## src/rtl/alu_op_sequencer.sv

```systemverilog
// alu_op_sequencer: drives one ALU command at a time, captures result/NZCV and returns a tagged response.
// Optional condition-code gating of commands is enabled by defining ALU_SEQ_COND_EN.
module alu_op_sequencer #(
  parameter int DATA_W = 32,
  parameter int TAG_W  = 4,
  parameter int CNT_W  = 16
) (
  input  logic              clk,
  input  logic              rst,
  input  logic              cmd_valid,
  output logic              cmd_ready,
  input  logic [3:0]        cmd_op,
  input  logic [DATA_W-1:0] cmd_a,
  input  logic [DATA_W-1:0] cmd_b,
  input  logic [TAG_W-1:0]  cmd_tag,
  input  logic              cmd_setf,
  input  logic [3:0]        cmd_cond,
  output logic [3:0]        alu_ctrl,
  output logic [DATA_W-1:0] in_1,
  output logic [DATA_W-1:0] in_2,
  input  logic [DATA_W-1:0] alu_rslt,
  input  logic [3:0]        alu_checks,
  output logic              rsp_valid,
  input  logic              rsp_ready,
  output logic [DATA_W-1:0] rsp_data,
  output logic [TAG_W-1:0]  rsp_tag,
  output logic              rsp_skipped,
  output logic [3:0]        flags_nzcv,
  output logic [CNT_W-1:0]  exec_count
);

  typedef enum logic [1:0] {IDLE, ISSUE, CAPTURE, RESP} state_t;

  state_t            state;
  state_t            state_next;
  logic [3:0]        op_q;
  logic [DATA_W-1:0] a_q;
  logic [DATA_W-1:0] b_q;
  logic              setf_q;
  logic              accept;
  logic              cond_pass;

  assign accept = cmd_valid && cmd_ready;

`ifdef ALU_SEQ_COND_EN
  logic flag_n, flag_z, flag_c, flag_v;
  assign {flag_n, flag_z, flag_c, flag_v} = flags_nzcv;

  // Condition is judged against the flags as they stand at the accept edge.
  always_comb begin
    cond_pass = 1'b0;
    case (cmd_cond)
      4'h0: cond_pass = flag_z;
      4'h1: cond_pass = !flag_z;
      4'h2: cond_pass = flag_c;
      4'h3: cond_pass = !flag_c;
      4'h4: cond_pass = flag_n;
      4'h5: cond_pass = !flag_n;
      4'h6: cond_pass = flag_v;
      4'h7: cond_pass = !flag_v;
      4'h8: cond_pass = flag_c && !flag_z;
      4'h9: cond_pass = !flag_c || flag_z;
      4'hA: cond_pass = (flag_n == flag_v);
      4'hB: cond_pass = (flag_n != flag_v);
      4'hC: cond_pass = !flag_z && (flag_n == flag_v);
      4'hD: cond_pass = flag_z || (flag_n != flag_v);
      4'hE: cond_pass = 1'b1;
      default: cond_pass = 1'b0;
    endcase
  end
`else
  logic unused_cond;
  assign unused_cond = ^cmd_cond;
  assign cond_pass   = 1'b1;
`endif

  always_ff @(posedge clk) begin
    if (rst) state <= IDLE;
    else     state <= state_next;
  end

  always_comb begin
    state_next = state;
    case (state)
      IDLE:    if (accept) state_next = cond_pass ? ISSUE : RESP;
      ISSUE:   state_next = CAPTURE;
      CAPTURE: state_next = RESP;
      RESP:    if (rsp_ready) state_next = IDLE;
      default: state_next = IDLE;
    endcase
  end

  // Outside ISSUE the ALU sees its default opcode and zero operands, so it stays deterministic.
  always_comb begin
    cmd_ready = (state == IDLE);
    rsp_valid = (state == RESP);
    alu_ctrl  = 4'b1111;
    in_1      = '0;
    in_2      = '0;
    if (state == ISSUE) begin
      alu_ctrl = op_q;
      in_1     = a_q;
      in_2     = b_q;
    end
  end

  always_ff @(posedge clk) begin
    if (rst) begin
      op_q        <= 4'b1111;
      a_q         <= '0;
      b_q         <= '0;
      setf_q      <= 1'b0;
      rsp_data    <= '0;
      rsp_tag     <= '0;
      rsp_skipped <= 1'b0;
      flags_nzcv  <= 4'b0000;
      exec_count  <= '0;
    end else begin
      if (accept) begin
        op_q        <= cmd_op;
        a_q         <= cmd_a;
        b_q         <= cmd_b;
        setf_q      <= cmd_setf;
        rsp_tag     <= cmd_tag;
        rsp_skipped <= !cond_pass;
        if (!cond_pass) rsp_data <= '0;
      end
      // ALU reports {V,Z,C,N}; the status register is kept as {N,Z,C,V}.
      if (state == CAPTURE) begin
        rsp_data   <= alu_rslt;
        exec_count <= exec_count + 1'b1;
        if (setf_q) flags_nzcv <= {alu_checks[0], alu_checks[2], alu_checks[1], alu_checks[3]};
      end
    end
  end

endmodule

```

## config.mk

```make
export PLATFORM = sky130hd
export DESIGN_NAME = alu_op_sequencer
export DESIGN_NICKNAME = d
export VERILOG_FILES = /design/src/rtl/alu_op_sequencer.sv
export SDC_FILE = /design/constraint.sdc
export NUM_CORES = 1
export LEC_CHECK = 0
export BUFFER_PORTS_ARGS = -buffer_cell sky130_fd_sc_hd__buf_2
export CORE_UTILIZATION = 48
export CTS_BUF_LIST = sky130_fd_sc_hd__clkbuf_4 sky130_fd_sc_hd__clkbuf_8
export CTS_CLUSTER_SIZE = 16
export DETAILED_ROUTE_END_ITERATION = 16
export GPL_ROUTABILITY_DRIVEN = 0
export PLACE_DENSITY = 0.83
export SKIP_CTS_REPAIR_TIMING = 1
export SLEW_MARGIN = 20
export SYNTH_ARGS = -nofsm -noshare
export SYNTH_HDL_FRONTEND = slang
export SYNTH_SLANG_ARGS = --single-unit
```

## constraint.sdc

```tcl
create_clock -name clk -period 1.6 [get_ports clk]
set_input_delay 0.32 -clock clk [delete_from_list [all_inputs] [get_ports clk]]
set_output_delay 0.32 -clock clk [all_outputs]
set_load 0.05 [all_outputs]
```

### Word-level counts from Yosys, hierarchy flattened

Cells that the tools add are included.

| storage, ports and cells | value |
|---|---|
| output and inout bits | 127 |
| register bits after elaboration | 127 |
| input port bits | 117 |

| operators by class | value |
|---|---|
| muxes and demuxes | 6 |
| eq/ne operators | 5 |
| add/subtract/negate cells | 1 |
| reduce and logical (&&, ||, !) cells | 4 |

Operators with widths:

| kind | count |
|---|---|
| two-way mux 32 bit | 2 |
| adder 16 x 1 -> 16 bit, second input constant | 1 |
| case mux 2 bit (4 select lines) | 1 |
| == test 2 bit, second input constant | 2 |
| two-way mux 2 bit | 2 |
| two-way mux 4 bit | 1 |
| != test 2 x 1 -> 1 bit, second input constant | 2 |
| AND reduction 2 bit | 2 |
| == test 2 x 1 -> 1 bit, second input constant | 1 |
| logical NOT 2 bit | 1 |
| logical AND 1 bit | 1 |

### Depth between registers and ports, before layout

| depth | value |
|---|---|
| depth after elaboration | 4 |
| depth in mapped cells | 7 |
| mapped depth without buffers | 6 |

### Worst setup path after synthesis

No wires, ideal clock.

| timing path | value |
|---|---|
| kind | register to output |
| start point | register state[1] |
| end point | output port in_1[11] |
| required time | 1280 ps |
| path buffers | 2 |
| path slack | -241 ps |
| stages on the path, launching flop included | 6 |
| data arrival time | 1521 ps |
| path through | dfxtp_1 > inv_1 > ha_1 > clkbuf_1 > clkbuf_1 > and2_1 |

| between the ends | value |
|---|---|
| longest elaborated chain between the ends | 2 |

Ends and longest elaborated chain:

| item | RTL line | RTL |
|---|---|---|
| from (decl) | 34 | `state_t state;` |
| from (signal assigned) | 79 | `else state <= state_next;` |
| == test 2 x 1 -> 1 bit | 100 | `if (state == ISSUE) begin` |
| two-way mux 32 bit | 100 |  |
| to (decl) | 19 | `output logic [DATA_W-1:0] in_1,` |

Every way passes these cells.

### Final worst setup path

| timing path | value |
|---|---|
| start point | register state[1] |
| end point | output port in_2[22] |

| between the ends | value |
|---|---|
| longest elaborated chain between the ends | 2 |

Ends and longest elaborated chain:

| item | RTL line | RTL |
|---|---|---|
| == test 2 x 1 -> 1 bit | 100 |  |
| two-way mux 32 bit | 100 |  |
| to (decl) | 20 | `output logic [DATA_W-1:0] in_2,` |

Every way passes these cells.

==> flow_summary.toml <==
[status]
outcome = "finished, violations left"
violations = "setup timing"

[clock_network]
cts.clk_slew.worst_paths_ns = 0.08
numCtsBuffers = 17
cts_root_buf = "clkbuf_8"
insertion_delay_ns = 0.41
cts_tree = "built"
clock_path_buffers = 2
cts_sinks = 127
htree_num_levels = 4

[worst_setup_path]
crit_type = "register to primary output"
cp_top_family = "buffers and inverters"
path_buf_inv = 4
critPathMaxStageDelay_ns = 0.33
critPathLaunchType = "register"
cp.arrival_ns = 1.58
crit_chain = "inv_2 -> ha_4 -> buf_12 -> buf_12 -> and2_1 -> buf_6"
cp_data_required_time_ns = 1.28
cpMostUsedCell = "buf_12"
endpoint_kind = "primary output"
crit_fanout = 12
cp_slowest_cell = "dfxtp_2"

[yosys]
synth_seq_area_share_pct = 49.4
synthFlopType = "dfxtp_1"
synth-seq-cells = 127
syn_area_per_cell_sq_um = 8.37
synthCells = 615
synth_edf_count = 0
ys_warn_count = 0
synthArstFlopShare_pct = 0
yosysUniqueCellTypes = 33
syn-num-nets = 738
syn-cell-area_sq_um = 5150

[detailed_routing]
antenna_left = 0
drtIter0Drc = 361
wl_per_cell_microns = 16.0
firstDrtPassIters = 5
vias = 5258
drc_errors = 0
vias_per_cell = 5.22
wl_microns = 16100

[hold_path]
hold_path_class = "input port to register"

[floorplan]
fp.dieArea_sq_um = 11100
chipWidth_microns = 106
num_rows = 37
dieHeight_microns = 106
core_region_area_sq_um = 10400
io-pin-count = 244
start_util_pct = 49.7

[power_and_ir_drop]
peakVddDrop_mv = 1.14
power_density_nw_per_um2 = 1600
power.leakage_nw = 3.72

[finish]
drive_above_1_share_pct = 44.4
final_common_cell = "buf_2"
diodes = 0
layout_common_cells = "167 x buf_2, 156 x nand2_1, 114 x dfxtp_1"
nets = 983
synthToLayoutAreaGrowth_pct = 59.2
fin_util_pct = 79.0

[sta]
finalCritPeriodShare_pct = 119
fin_setup_tns_ns = -17.29
fin_skew_ns = 0.0118
period_needed_ns = 1.90
setup_viol = 72
hold_viol_final = 0
max_clock_freq_mhz = 526
rsz0062_at_grt = "true"
drv_slew = 0
setup_slack_ns = -0.300

[global_route]
grt_pass1_vias = 4429
gr-total-overflow = 0
grt_max_degree = 49
gr-usage-all-layers_pct = 22.0
antenna_found_initial = 0
grt_pass1_wl_microns = 20000

[run]
max_cap_violations = 0

[placement]
io_buffers = 238
place_hpwl_microns = 8710
cell families (layout without fill, tap and decap cells):
| family | count (synthesis) | in the layout | share of synthesized area, % |
|---|---|---|---|
| other | 1 | 1 | 0.0728 |
| AND/OR/NAND/NOR | 308 | 308 | 28.3 |
| buffers and inverters | 47 | 304 | 3.89 |
| AO/OA/AOI/OAI | 79 | 79 | 7.83 |
| adder cells (fa/ha/maj) | 6 | 6 | 1.46 |
| multiplexers | 37 | 37 | 7.41 |
| XOR/XNOR | 10 | 10 | 1.70 |
| flip-flops | 127 | 127 | 49.4 |
cell type report:
class	instances	area, sq um
clock buffers	19	262
repair buffers	268	2320
fillers	611	2170
multi-input cells	441	2640
inverters	5	18.8
flip-flops and latches	127	2560
clock inverters	12	231
well taps	136	170
sequential cells by signal, indices dropped and copies added, names as in the netlist:
signal and cells:
b_q 32, setf_q 1, rsp_data 32, rsp_tag 4, state 2, flags_nzcv 4, a_q 32, exec_count 16
op_q 4
power by group:
part,total (mW),switching [mW],internal (mW)
Sequential,3.98,0.308,3.67
Combinational,5.75,3.36,2.39
Clock,3.42,1.31,2.11
stage by stage:
step | worst slack, ns | hold slack [ns] | cells | power [mW] | instance area, sq um
2_1_floorplan | -0.0250 | 0.428 | 615 | 7.04 | 5230
3_5_place_dp | 0.00194 | 0.443 | 964 | 8.24 | 6660
3_3_place_gp | 0.0318 | 0.438 | 964 | 8.17 | 6660
6_report | -0.300 | 0.137 | 1008 | 13.2 | 8200
4_1_cts | -0.451 | 0.0989 | 995 | 11.7 | 7150
5_1_grt | -0.353 | 0.119 | 1008 | 13.7 | 8200
tightest hold or removal path: stages:
cell      delay [ns]
buf_2           0.08
nand2_1         0.04
nand3b_1        0.07
routing by layer:
layer  up-vias  GRT usage (%)  part of all wire (%)
met3        52           6.68                   8.5
met4         0           8.33                   3.5
li1       2477              -                     -
met5         -              0                     0
met2       298           37.7                    49
met1      2431           25.9                    39
worst paths after layout:
| kind | startpoint | endpoint | slack, ns | cells past startpoint |
|---|---|---|---|---|
| max reg2reg | state[0]$_SDFFE_PP0P_ | b_q[23]$_SDFFE_PP0P_ | -0.05 | 8 |
| min reg2reg | b_q[13]$_SDFFE_PP0P_ | b_q[13]$_SDFFE_PP0P_ | 0.45 | 2 |
| min | cmd_op[0] | op_q[0]$_SDFFE_PP1P_ | 0.14 | 3 |
| max | state[1]$_SDFFE_PP0P_ | in_2[22] | -0.30 | 6 |
synthesized netlist by cell type, drive strengths merged, types with 3 or more instances:
library cell / number / area, sq um
dfxtp: 127 / 2540
xnor2: 3 / 26.3
nand3b: 4 / 30.0
xor2: 7 / 61.3
clkbuf: 22 / 82.6
inv: 5 / 18.8
ha: 6 / 75.1
nor2b: 4 / 25.0
buf: 20 / 98.9
nand2b: 5 / 31.3
and2: 65 / 407
mux2i: 34 / 340
nand4: 6 / 67.6
nor3: 4 / 25.0
mux2: 3 / 41.3
nor2: 48 / 180
a21oi: 75 / 375
nand2: 157 / 589
nand3: 9 / 45.0
No activity file was read; power rests on OpenSTA's default activity.
